$ cat src/rtl/ev_pwm_ramp_driver.sv
// Inverter-leg driver for the EV motor controller.
// Slew-limits the 8-bit speed command and halves it while the motor is overheated.
// Drives complementary high/low-side PWM with a programmable dead time.
// The applied duty is shadowed, so it only changes at the start of a PWM period.
module ev_pwm_ramp_driver #(
    parameter int PRESCALE  = 16,  // clk cycles per PWM counter increment
    parameter int RAMP_DIV  = 64,  // clk cycles between ramp steps
    parameter int RAMP_STEP = 4,   // duty LSBs moved per ramp step
    parameter int DEAD_TIME = 3    // clk cycles both gates are held off at each edge
) (
    input  logic       clk,
    input  logic       rst_n,
    input  logic       enable,
    input  logic       estop,
    input  logic       fault_in,
    input  logic [7:0] target_speed,
    input  logic       target_valid,
    output logic       pwm_hi,
    output logic       pwm_lo,
    output logic [7:0] duty,
    output logic [1:0] state,
    output logic       at_target
);

    typedef enum logic [1:0] {
        ST_OFF   = 2'd0,
        ST_RAMP  = 2'd1,
        ST_HOLD  = 2'd2,
        ST_FAULT = 2'd3
    } state_e;

    localparam int              PW         = (PRESCALE > 1) ? $clog2(PRESCALE) : 1;
    localparam int              RW         = (RAMP_DIV > 1) ? $clog2(RAMP_DIV) : 1;
    localparam logic [PW-1:0]   PRESC_LAST = PW'(PRESCALE - 1);
    localparam logic [RW-1:0]   RAMP_LAST  = RW'(RAMP_DIV - 1);
    localparam logic [7:0]      STEP       = 8'(RAMP_STEP);
    localparam logic [3:0]      DT         = 4'(DEAD_TIME);

    state_e          state_q, state_d;
    logic [7:0]      tgt_q, tgt_d;
    logic [7:0]      ramp_duty_q, ramp_duty_d;
    logic [7:0]      duty_q, duty_d;
    logic [PW-1:0]   presc_q, presc_d;
    logic [7:0]      pwm_cnt_q, pwm_cnt_d;
    logic [RW-1:0]   rtmr_q, rtmr_d;
    logic            raw_prev_q, raw_prev_d;
    logic [3:0]      dt_cnt_q, dt_cnt_d;

    logic [7:0]      eff;
    logic [7:0]      diff;
    logic            clr;
    logic            ramping;
    logic            ramp_tc;
    logic            presc_tc;
    logic            raw;
    logic [3:0]      dt_elapsed;
    logic            dt_done;
    logic            gate_on;

    // Effective target, shared helper terms and the gated gate-driver outputs.
    always_comb begin
        eff        = (state_q == ST_FAULT) ? {1'b0, tgt_q[7:1]} : tgt_q;
        diff       = (eff >= ramp_duty_q) ? (eff - ramp_duty_q) : (ramp_duty_q - eff);
        // Going to OFF, or sitting in OFF, holds every timer and the duty path at zero.
        clr        = estop || !enable || (state_q == ST_OFF);
        ramping    = (state_q == ST_RAMP) || (state_q == ST_FAULT);
        ramp_tc    = (rtmr_q == RAMP_LAST);
        presc_tc   = (presc_q == PRESC_LAST);
        raw        = (pwm_cnt_q < duty_q);
        // A raw edge this cycle restarts the dead-time count, cancelling any pending edge.
        dt_elapsed = (raw != raw_prev_q) ? 4'd0 : dt_cnt_q;
        dt_done    = (dt_elapsed == DT);
        // estop is taken straight from the pin so both gates drop in the same cycle.
        gate_on    = (state_q != ST_OFF) && !estop;
        pwm_hi     = gate_on && raw && dt_done;
        pwm_lo     = gate_on && !raw && dt_done;
        duty       = duty_q;
        state      = state_q;
        at_target  = (state_q == ST_HOLD);
    end

    // Next-state logic; estop and enable override every state.
    always_comb begin
        // NOTE: every always_comb output gets a default first so no path can infer a latch.
        state_d = state_q;
        if (estop || !enable) begin
            state_d = ST_OFF;
        end else begin
            case (state_q)
                ST_OFF:   state_d = ST_RAMP;
                ST_RAMP:  if (fault_in)                 state_d = ST_FAULT;
                          else if (ramp_duty_q == eff)  state_d = ST_HOLD;
                ST_HOLD:  if (fault_in)                 state_d = ST_FAULT;
                          else if (ramp_duty_q != eff)  state_d = ST_RAMP;
                ST_FAULT: if (!fault_in)                state_d = ST_RAMP;
                default:  state_d = ST_OFF;
            endcase
        end
    end

    // Datapath next values: target latch, ramp, PWM counters, shadow duty, dead time.
    always_comb begin
        tgt_d       = tgt_q;
        ramp_duty_d = ramp_duty_q;
        rtmr_d      = '0;
        if (target_valid && enable) tgt_d = target_speed;

        if (ramping) begin
            rtmr_d = ramp_tc ? '0 : rtmr_q + 1'b1;
            if (ramp_tc) begin
                if (diff <= STEP)             ramp_duty_d = eff;
                else if (eff > ramp_duty_q)   ramp_duty_d = ramp_duty_q + STEP;
                else                          ramp_duty_d = ramp_duty_q - STEP;
            end
        end

        presc_d    = presc_tc ? '0 : presc_q + 1'b1;
        pwm_cnt_d  = presc_tc ? pwm_cnt_q + 8'd1 : pwm_cnt_q;
        duty_d     = (presc_tc && (pwm_cnt_q == 8'hFF)) ? ramp_duty_q : duty_q;
        raw_prev_d = raw;
        dt_cnt_d   = dt_done ? dt_elapsed : dt_elapsed + 4'd1;

        if (clr) begin
            ramp_duty_d = '0;
            rtmr_d      = '0;
            presc_d     = '0;
            pwm_cnt_d   = '0;
            duty_d      = '0;
            raw_prev_d  = 1'b0;
            dt_cnt_d    = '0;
        end
    end

    // State and datapath registers with asynchronous reset.
    always_ff @(posedge clk or negedge rst_n) begin
        if (!rst_n) begin
            state_q     <= ST_OFF;
            tgt_q       <= '0;
            ramp_duty_q <= '0;
            duty_q      <= '0;
            presc_q     <= '0;
            pwm_cnt_q   <= '0;
            rtmr_q      <= '0;
            raw_prev_q  <= 1'b0;
            dt_cnt_q    <= '0;
        end else begin
            // NOTE: non-blocking assignments so every register samples pre-edge values.
            state_q     <= state_d;
            tgt_q       <= tgt_d;
            ramp_duty_q <= ramp_duty_d;
            duty_q      <= duty_d;
            presc_q     <= presc_d;
            pwm_cnt_q   <= pwm_cnt_d;
            rtmr_q      <= rtmr_d;
            raw_prev_q  <= raw_prev_d;
            dt_cnt_q    <= dt_cnt_d;
        end
    end

endmodule
$ cat config.mk
export PLATFORM = sky130hd
export DESIGN_NAME = ev_pwm_ramp_driver
export DESIGN_NICKNAME = d
export VERILOG_FILES = /design/src/rtl/ev_pwm_ramp_driver.sv
export SDC_FILE = /design/constraint.sdc
export NUM_CORES = 1
export LEC_CHECK = 0
export CAP_MARGIN = 25
export CORE_MARGIN = 2
export CORE_UTILIZATION = 40
export DETAILED_ROUTE_END_ITERATION = 8
export PLACE_DENSITY = 0.55
export SETUP_SLACK_MARGIN = 0.4
export SYNTH_ARGS = -nofsm -noshare
export SYNTH_HDL_FRONTEND = slang
export SYNTH_SLANG_ARGS = --single-unit
$ cat constraint.sdc
create_clock -name clk -period 5.2 [get_ports clk]
set_input_delay 1.04 -clock clk [delete_from_list [all_inputs] [get_ports clk]]
set_output_delay 1.04 -clock clk [all_outputs]
set_load 0.005 [all_outputs]
==> results of run 1 <==
[synthesized netlist by cell type, types with 3 or more instances]
library cell  count
dfrtp_1          49
nor2_1           48
ha_1             35
inv_1            33
a21oi_1          22
nand2_1          18
o21ai_0          13
xor2_1           13
mux2_2           11
xnor2_1          10
mux2i_1           9
nand3_1           9
a21o_1            7
a221o_1           7
clkbuf_1          7
a311oi_1          6
and3_1            6
nor3_1            6
nand2b_1          5
nor2b_1           5
o21a_1            5
nand4_1           4
or3_1             4
and2_1            3
fa_1              3
[cells by family (layout without fill, tap and decap cells)]
family,Yosys count,after routing
buffers and inverters,46,68
multiplexers,20,20
adder cells (fa/ha/maj),38,38
XOR/XNOR,23,23
AND/OR/NAND/NOR,121,121
AO/OA/AOI/OAI,81,81
flip-flops,49,49
[critical path, cell delays in order (launching register included)]
cell      delay [ps]
dfrtp_1          420
ha_1             510
mux2_2           440
inv_1             70
ha_1             150
inv_1             50
fa_1             390
nand3_1          170
a21oi_1           90
o22ai_1          460
ha_1             350
a21o_1           180
a21oi_1          230
o21bai_1          90
a21oi_1          180
xnor2_1          140
a311oi_1          60
a221o_1          290
[state kept, by name, summed over array words and instances (netlist names)]
name / flops
state: 2
duty: 8
ramp_duty_q: 8
presc_q: 4
rtmr_q: 6
pwm_cnt_q: 8
raw_prev_q: 1
dt_cnt_q: 4
tgt_q: 8
[stage by stage]
step           setup slack (ps)  cell area (um2)
6_report                  830.3             3958
5_1_grt                   493.9             3958
4_1_cts                   839.3             3958
3_5_place_dp              882.0             3871
3_3_place_gp              981.9             3871
2_1_floorplan              1161             3540
[layer usage]
layer / part of all wire [%] / routed length (um) / global-route usage, % / up-vias
met5: 0 / 0 / 0 / -
met3: 3.2 / 250 / 3.006 / 7
li1: - / - / - / 1379
met2: 46 / 3623 / 26.50 / 48
met4: 1.1 / 89 / 4.701 / 0
met1: 50 / 3921 / 25.10 / 1304
[where the power goes]
part,internal [mW],switching (mW),leakage [nW]
clock network,0.0965,0.142,0.0456
logic,0.0938,0.137,0.968
registers,0.391,0.00872,0.666
[cell type report]
class / instances / area, um2
inverter: 33 / 123.9
timing repair buffer: 27 / 262.8
fill: 881 / 4678
clock buffer: 6 / 72.57
sequential: 49 / 1226
tap: 108 / 135.1
clock inverter: 2 / 13.76
multi-input combinational: 283 / 2123
[path summary, 6_finish.rpt]
check	startpoint	slack [ps]	endpoint
max in group asynchronous	rst_n	3930	duty[2]
worst max register to register	state[1]	830	ramp_duty_q[7]
min in group asynchronous	rst_n	830	tgt_q[3]
worst max-delay path	state[1]	830	ramp_duty_q[7]
worst min register to register	rtmr_q[0]	470	rtmr_q[0]
worst min-delay path	rtmr_q[0]	470	rtmr_q[0]
==> impl_metrics.py, run 1 <==
metrics = {
    "setup_path": {
        "cp_max_fo": 12,
        "cp-start-kind": "register",
        "r2r_cells": 17,
        "critPathArrivalTime_ps": 4570,
        "worstSetupEndpointType": "register",
        "critPathKind": "reg2reg",
        "worstPathRequired_ps": 5400,
    },
    "layout": {
        "final_cell_mix": "dfrtp_1 (49), nor2_1 (48), ha_1 (35), inv_1 (33), clkdlybuf4s50_1 (25)",
        "syn_to_final_growth_pct": 11.81,
        "final_nets": 451,
        "final_common_cell": "dfrtp_1",
        "num_antenna_cells": 0,
        "final_core_util_pct": 45.83,
        "drive_above_1_share_pct": 7.750,
        "finalNonFillerCells": 508,
    },
    "synth": {
        "netlist_area_um2": 3540,
        "synth_top_area_share_pct": 34.64,
        "ys_seq_area_share_pct": 34.64,
        "synthAdderAreaFrac_pct": 14.07,
        "postSynth.asyncResetShare_pct": 100.0,
        "syn_area_per_cell_um2": 9.364,
        "ys_seq_elements": 49,
        "synth_area_leaders": "dfrtp_1 (35%), ha_1 (12%), nor2_1 (5.1%)",
        "synth.mux.area_fraction_pct": 6.045,
        "synth_top_family_by_area": "simple AND/OR/NAND/NOR gates",
        "synth_flop_cell": "dfrtp_1",
        "synth-compound-area-share_pct": 16.54,
        "synth_top_cell_by_area": "dfrtp_1",
        "synth_cell_type_count": 55,
        "synth_edf_count": 0,
        "synth_fp_nets": 430,
        "ys_warn_count": 0,
        "synth_xor_area_share_pct": 5.691,
        "synthCells": 378,
        "synth-simple-area-share_pct": 17.64,
    },
    "cts": {
        "cts_tree": "done",
        "cts_buffer_depth": 2,
        "path_clk_slew_ps": 100,
        "clock_latency_ps": 310,
        "cts-root-buf": "clkbuf_8",
        "ctsHoldBuffers": 0,
        "cts_setup_buffers": 0,
        "cts-buffers-inserted": 5,
        "cts.htree.levels": 2,
        "clkSinkCount": 49,
        "cts-resized-gates": 0,
    },
    "floorplanning": {
        "fp.dieW_um": 98.07,
        "io_pins": 27,
        "dieArea_um2": 9618,
        "start_util_pct": 40.99,
        "core_um2": 8636,
        "die_h_um": 98.07,
        "num_rows": 34,
    },
    "detailed_routing": {
        "viasPerCell": 5.390,
        "drtIter0Drc": 97,
        "drc_errors": 0,
        "drt-total-wl_mm": 7.884,
        "avgRoutedWirePerCell_um": 15.52,
        "vias": 2738,
        "route.antenna.remaining_nets": 0,
        "first_pass_iters": 4,
    },
    "place": {
        "portBuffers": 26,
        "dp_hpwl_mm": 5.904,
        "dp.cells": 500,
        "place.gp.congestion": 0.8687,
    },
    "power": {
        "finalPower_uw": 869.9,
        "power_density_nw_per_um2": 219.8,
        "ir_drop_mv": 0.09382,
        "leakagePower_nw": 1.679,
    },
    "worst_hold_path": {
        "hp-class": "reg2reg",
        "holdPathStages": 1,
    },
    "timing": {
        "worst_slew_pin_slew_ps": 651.4,
        "tns_ps": 0,
        "hold-worst-slack_ps": 466.1,
        "max_slew_margin_pct": 56.58,
        "finClkSkew_ps": 9.367,
        "period_minus_slack_ps": 4370,
        "rsz0062_at_grt": "false",
        "setup_violations": 0,
        "min_period_over_period_pct": 84.03,
        "maxSlewViolCount": 0,
        "finalHoldViolCount": 0,
        "fmax_ghz": 0.2288,
    },
    "grt": {
        "grt_start_max_net_pins": 50,
        "grt_pass1_wl_mm": 13.43,
        "antenna_found_initial": 0,
        "gr-usage-all-layers_pct": 17.23,
        "grt_overflow": 0,
        "grt_pass1_vias": 2676,
    },
    "status": {
        "status": "completed",
    },
    "job": {
        "maxCapViolations": 0,
    },
}
Power figures use the tool's default switching activity.
==> inputs of run 2 (changes only) <==
--- a/config.mk
+++ b/config.mk
@@ -9,7 +9,7 @@
 export CORE_MARGIN = 2
 export CORE_UTILIZATION = 40
 export DETAILED_ROUTE_END_ITERATION = 8
-export PLACE_DENSITY = 0.55
+export PLACE_DENSITY = 0.57
 export SETUP_SLACK_MARGIN = 0.4
 export SYNTH_ARGS = -nofsm -noshare
 export SYNTH_HDL_FRONTEND = slang
==> constraint.sdc (replaced) <==
create_clock -name clk -period 3.7 [get_ports clk]
set_input_delay 0.74 -clock clk [delete_from_list [all_inputs] [get_ports clk]]
set_output_delay 0.74 -clock clk [all_outputs]
set_load 0.005 [all_outputs]
==> impl_metrics.py, run 2 (synthesized netlist as in run 1, its figures left out) <==
metrics = {
    "cts": {
        "cts_tree": "done",
        "cts-buffers-inserted": 5,
        "ctsHoldBuffers": 0,
        "cts-root-buf": "clkbuf_8",
        "clkSinkCount": 49,
        "path_clk_slew_ps": 100,
        "cts.htree.levels": 2,
        "clock_latency_ps": 300,
        "cts_buffer_depth": 2,
    },
    "timing": {
        "max_slew_margin_pct": 57.69,
        "setup_slack_ps": 295.8,
        "period_minus_slack_ps": 3404,
        "rsz0062_at_grt": "true",
        "fmax_ghz": 0.2938,
        "finalHoldViolCount": 0,
        "tns_ps": 0,
        "setup_violations": 0,
        "maxSlewViolCount": 0,
        "min_period_over_period_pct": 92.01,
        "worst_slew_pin_slew_ps": 632.8,
        "finClkSkew_ps": 5.636,
    },
    "power": {
        "ir_drop_mv": 0.1814,
        "power_frac_comb_pct": 33.9,
        "swShare_pct": 33.03,
        "power_density_nw_per_um2": 297.7,
        "switchingPower_uw": 444.9,
        "clock_power_share_pct": 24.1,
        "p_int_uw": 902.1,
        "leakagePower_nw": 1.906,
        "pwr-share-seq_pct": 42.0,
    },
    "floorplanning": {
        "start_util_pct": 40.99,
        "io_pins": 27,
        "fp.dieW_um": 98.07,
        "dieArea_um2": 9618,
        "die_h_um": 98.07,
        "num_rows": 34,
        "core_um2": 8636,
    },
    "setup_path": {
        "r2r_cells": 15,
        "cp_max_fo": 8,
        "regToRegEndpoint": "ramp_duty_q[4]",
        "cp-start-kind": "register",
        "worstSetupEndpointType": "register",
        "reg2reg_from": "state[1]",
        "worstPathRequired_ps": 3890,
        "critPathArrivalTime_ps": 3590,
        "r2r_slack_ps": 300,
        "cp-startpoint": "state[1]",
        "critPathKind": "reg2reg",
    },
    "status": {
        "status": "completed",
    },
    "grt": {
        "grt_pass1_wl_mm": 14.40,
        "gr-usage-all-layers_pct": 18.26,
        "grt_start_max_net_pins": 30,
        "antenna_found_initial": 0,
        "grt_overflow": 0,
        "grt_pass1_vias": 3009,
    },
    "layout": {
        "finalNonFillerCells": 546,
        "num_antenna_cells": 0,
        "final_cell_mix": "dfrtp_1 (49), nor2_1 (48), buf_4 (35), inv_1 (30), ha_1 (25)",
        "drive_above_1_share_pct": 25.11,
        "syn_to_final_growth_pct": 27.82,
        "final_core_util_pct": 52.39,
        "final_common_cell": "dfrtp_1",
        "final_nets": 489,
    },
    "job": {
        "maxCapViolations": 0,
    },
    "detailed_routing": {
        "viasPerCell": 5.355,
        "vias": 2924,
        "first_pass_iters": 4,
        "drtIter0Drc": 153,
        "drc_errors": 0,
        "route.antenna.remaining_nets": 0,
        "avgRoutedWirePerCell_um": 15.42,
        "drt-total-wl_mm": 8.421,
    },
    "place": {
        "dp_slack_ps": 64.20,
        "dp.cells": 516,
        "portBuffers": 26,
        "dp_hpwl_mm": 6.163,
        "place.gp.congestion": 0.8149,
    },
    "worst_hold_path": {
        "hp-class": "in2async",
    },
}
==> run 2: cell count changes in the layout (fill, tap and decap cells not counted), moves of 4 or more <==
| cell | before | now |
|---|---|---|
| a21oi_1 | 22 | 17 |
| a21oi_2 | 0 | 5 |
| buf_4 | 1 | 35 |
| buf_6 | 0 | 4 |
| ha_1 | 35 | 25 |
| ha_4 | 0 | 7 |
| mux2i_1 | 9 | 5 |
==> run 2: routing by layer <==
metal	vias up	track usage (%)	wire, um
li1	1449	-	-
met1	1428	24.15	4043
met2	38	31.30	4056
met3	9	3.150	209
met4	0	4.380	111
met5	-	0	0
==> run 2: how the worst max path moves through the flow <==
stage	cells after the start	to	slack (ps)
floorplan	14	ramp_duty_q[2]	230
global placement	16	ramp_duty_q[7]	160
detailed placement	16	ramp_duty_q[7]	60
CTS	11	pwm_lo	290
global route	16	ramp_duty_q[7]	130
finish	15	ramp_duty_q[4]	300
==> run 2: layout make-up <==
cell class,count,area [um2]
fillers,788,4111
multi-input cells,283,2400
flip-flops and latches,49,1226
repair buffers,65,553.0
well taps,108,135.1
inverters,33,123.9
clock buffers,6,72.57
clock inverters,2,13.76
==> run 2: stage by stage <==
stage / total power [mW] / cell area (um2) / hold WS (ps)
5_1_grt: 1.431 / 4524 / 413.2
2_1_floorplan: 0.8205 / 3586 / 431.0
4_1_cts: 1.314 / 4367 / 404.8
6_report: 1.347 / 4524 / 382.0
3_5_place_dp: 0.9349 / 4028 / 459.0
3_3_place_gp: 0.9312 / 4028 / 446.4
==> run 2: what timing repair did <==
item                       CTS  global route
hold endpoints to repair     0             0
gates resized for setup     33            25
pin swaps                   10            11
setup buffers               16             6
setup endpoints to repair   10            10
==> run 2: power by group through the flow <==
stage	clock network (mW)	registers, mW	logic [mW]
floorplan	0	0.568	0.252
global placement	0	0.571	0.360
detailed placement	0	0.572	0.363
CTS	0.334	0.563	0.417
global route	0.362	0.568	0.501
finish	0.325	0.566	0.456
==> run 2: critical path, stage by stage (launching register included) <==
cell and delay (ps):
dfrtp_1 400, ha_4 240, mux2_4 320, inv_2 70
ha_4 130, inv_2 30, fa_2 360, nand3_4 100
a31oi_4 120, or4b_4 500, buf_4 160, a21boi_4 160
nor4b_4 60, buf_6 150, and3_4 170, a221o_1 320
==> inputs of run 3 (changes only) <==
--- a/config.mk
+++ b/config.mk
@@ -6,7 +6,6 @@
 export NUM_CORES = 1
 export LEC_CHECK = 0
 export CAP_MARGIN = 25
-export CORE_MARGIN = 2
 export CORE_UTILIZATION = 40
 export DETAILED_ROUTE_END_ITERATION = 8
 export PLACE_DENSITY = 0.57
==> impl_metrics.py, run 3 (synthesized netlist as in run 1, its figures left out) <==
metrics = {
    "status": {
        "status": "completed",
    },
    "setup_path": {
        "worstSetupEndpointType": "register",
        "r2r_cells": 14,
        "critPathMaxStageDelay_ps": 510,
        "critPathKind": "reg2reg",
        "critPathArrivalTime_ps": 3640,
        "reg2reg_from": "state[1]",
        "critPathTopFamily": "simple AND/OR/NAND/NOR gates",
        "cp_num_buf_inv": 3,
        "slowest_stage": "or4b_4",
        "path_cells": "ha_4 -> mux2_4 -> inv_2 -> ha_4 -> inv_2 -> fa_2 -> nand3_4 -> a31oi_4 -> or4b_4 -> and3b_4 -> nor4b_4 -> buf_6 -> a311oi_2 -> a221o_1",
        "worstPathRequired_ps": 3890,
        "r2r_slack_ps": 250,
        "cp_max_fo": 8,
        "cp-start-kind": "register",
        "regToRegEndpoint": "ramp_duty_q[6]",
    },
    "grt": {
        "grt_pass1_wl_mm": 13.74,
        "grt_start_max_net_pins": 32,
        "gr-usage-all-layers_pct": 19.53,
        "grt_overflow": 0,
        "grt_pass1_vias": 2891,
        "antenna_found_initial": 0,
    },
    "power": {
        "clock_power_share_pct": 24.6,
        "leakagePower_nw": 1.949,
        "swShare_pct": 33.06,
        "p_int_uw": 885.1,
        "switchingPower_uw": 437.1,
        "power_frac_comb_pct": 32.4,
        "pwr-share-seq_pct": 43.0,
        "ir_drop_mv": 0.1756,
        "power_density_nw_per_um2": 287.9,
        "finalPower_mw": 1.322,
    },
    "detailed_routing": {
        "viasPerCell": 5.323,
        "drtIter0Drc": 89,
        "route.antenna.remaining_nets": 0,
        "drc_errors": 0,
        "first_pass_iters": 4,
        "vias": 2933,
        "avgRoutedWirePerCell_um": 15.61,
        "drt-total-wl_mm": 8.601,
    },
    "timing": {
        "finClkSkew_ps": 10.22,
        "period_minus_slack_ps": 3448,
        "tns_ps": 0,
        "max_slew_margin_pct": 51.27,
        "finalHoldViolCount": 0,
        "fmax_ghz": 0.2901,
        "min_period_over_period_pct": 93.18,
        "rsz0062_at_grt": "true",
        "maxSlewViolCount": 0,
        "setup_violations": 0,
        "worst_slew_pin_slew_ps": 731.0,
    },
    "layout": {
        "drive_above_1_share_pct": 26.91,
        "final_core_util_pct": 54.78,
        "fillCellCount": 770,
        "final_cell_mix": "dfrtp_1 (49), nor2_1 (47), buf_4 (43), inv_1 (29), ha_1 (24)",
        "syn_to_final_growth_pct": 29.73,
        "num_antenna_cells": 0,
        "final_nets": 497,
        "final_common_cell": "dfrtp_1",
    },
    "place": {
        "portBuffers": 26,
        "dp_hpwl_mm": 5.936,
        "place.gp.congestion": 0.8121,
    },
    "cts": {
        "cts-root-buf": "clkbuf_8",
        "clock_latency_ps": 300,
        "cts.htree.levels": 2,
        "clkSinkCount": 49,
        "cts_tree": "done",
        "path_clk_slew_ps": 90,
        "cts_buffer_depth": 2,
        "cts-buffers-inserted": 5,
    },
    "floorplanning": {
        "start_util_pct": 42.23,
        "io_pins": 27,
        "core_um2": 8382,
        "die_h_um": 96.07,
        "dieArea_um2": 9229,
        "fp.dieW_um": 96.07,
        "num_rows": 33,
    },
    "worst_hold_path": {
        "hp-class": "reg2reg",
        "hp-start": "presc_q[0]",
        "worstHoldEndpoint": "presc_q[0]",
        "holdPathStages": 1,
    },
    "job": {
        "maxCapViolations": 0,
    },
}
run 3: layout make-up:
type / instances / area [um2] / share of cell area (%)
Clock buffer: 6 / 72.57 / 1.580
Clock inverter: 2 / 13.76 / 0.2997
Inverter: 33 / 123.9 / 2.698
Multi-Input combinational cell: 283 / 2411 / 52.51
Sequential cell: 49 / 1226 / 26.70
Tap cell: 105 / 131.4 / 2.861
Timing Repair Buffer: 73 / 613.1 / 13.35
run 3: worst max path at each step:
stage / to / slack [ps] / from / depth (start not counted)
floorplan: ramp_duty_q[2] / 230 / state[1] / 14
global placement: ramp_duty_q[2] / 30 / state[1] / 11
detailed placement: ramp_duty_q[7] / -30 / state[1] / 13
CTS: ramp_duty_q[6] / 250 / state[0] / 11
global route: ramp_duty_q[3] / 110 / state[1] / 14
finish: ramp_duty_q[6] / 250 / state[1] / 14
run 3: timing repair:
item,4_1_cts,5_1_grt
gates cloned,0,0
hold buffers,0,0
gates resized for setup,34,26
setup endpoints to repair,10,10
pin swaps,13,18
endpoints found under the hold margin,0,0
buffers inserted,29,5
run 3: metrics by stage:
step / hold slack (ps) / instances / setup WS (ps) / area, um2
floorplan: 431.0 / 378 / 230.7 / 3586
global placement: 450.9 / 509 / 33.23 / 3994
detailed placement: 463.0 / 509 / -31.44 / 3994
CTS: 477.1 / 546 / 252.2 / 4452
global route: 507.8 / 551 / 109.8 / 4592
finish: 479.9 / 551 / 252.5 / 4592
run 3: power groups by stage:
stage	registers, mW	clock network (mW)	logic (mW)
after CTS	0.567	0.340	0.408
after floorplan	0.568	0	0.252
after global routing	0.571	0.359	0.468
final	0.568	0.325	0.429
after global placement	0.571	0	0.350
after detailed placement	0.572	0	0.352
run 3: per-layer routing:
layer  up-vias  routed length, um  part of all wire (%)  GRT usage (%)
met5         -                  0                     0              0
met4         0                 19                  0.22          5.721
met3         2                237                   2.8          3.002
met2        46               4157                    48          31.56
met1      1418               4185                    49          26.92
li1       1467                  -                     -              -
run 3: worst reg2reg max path, stage by stage (launching register included):
cell and delay [ps]:
dfrtp_1 410, ha_4 240, mux2_4 340, inv_2 70
ha_4 120, inv_2 30, fa_2 360, nand3_4 100
a31oi_4 110, or4b_4 510, and3b_4 220, nor4b_4 260
buf_6 170, a311oi_2 110, a221o_1 280
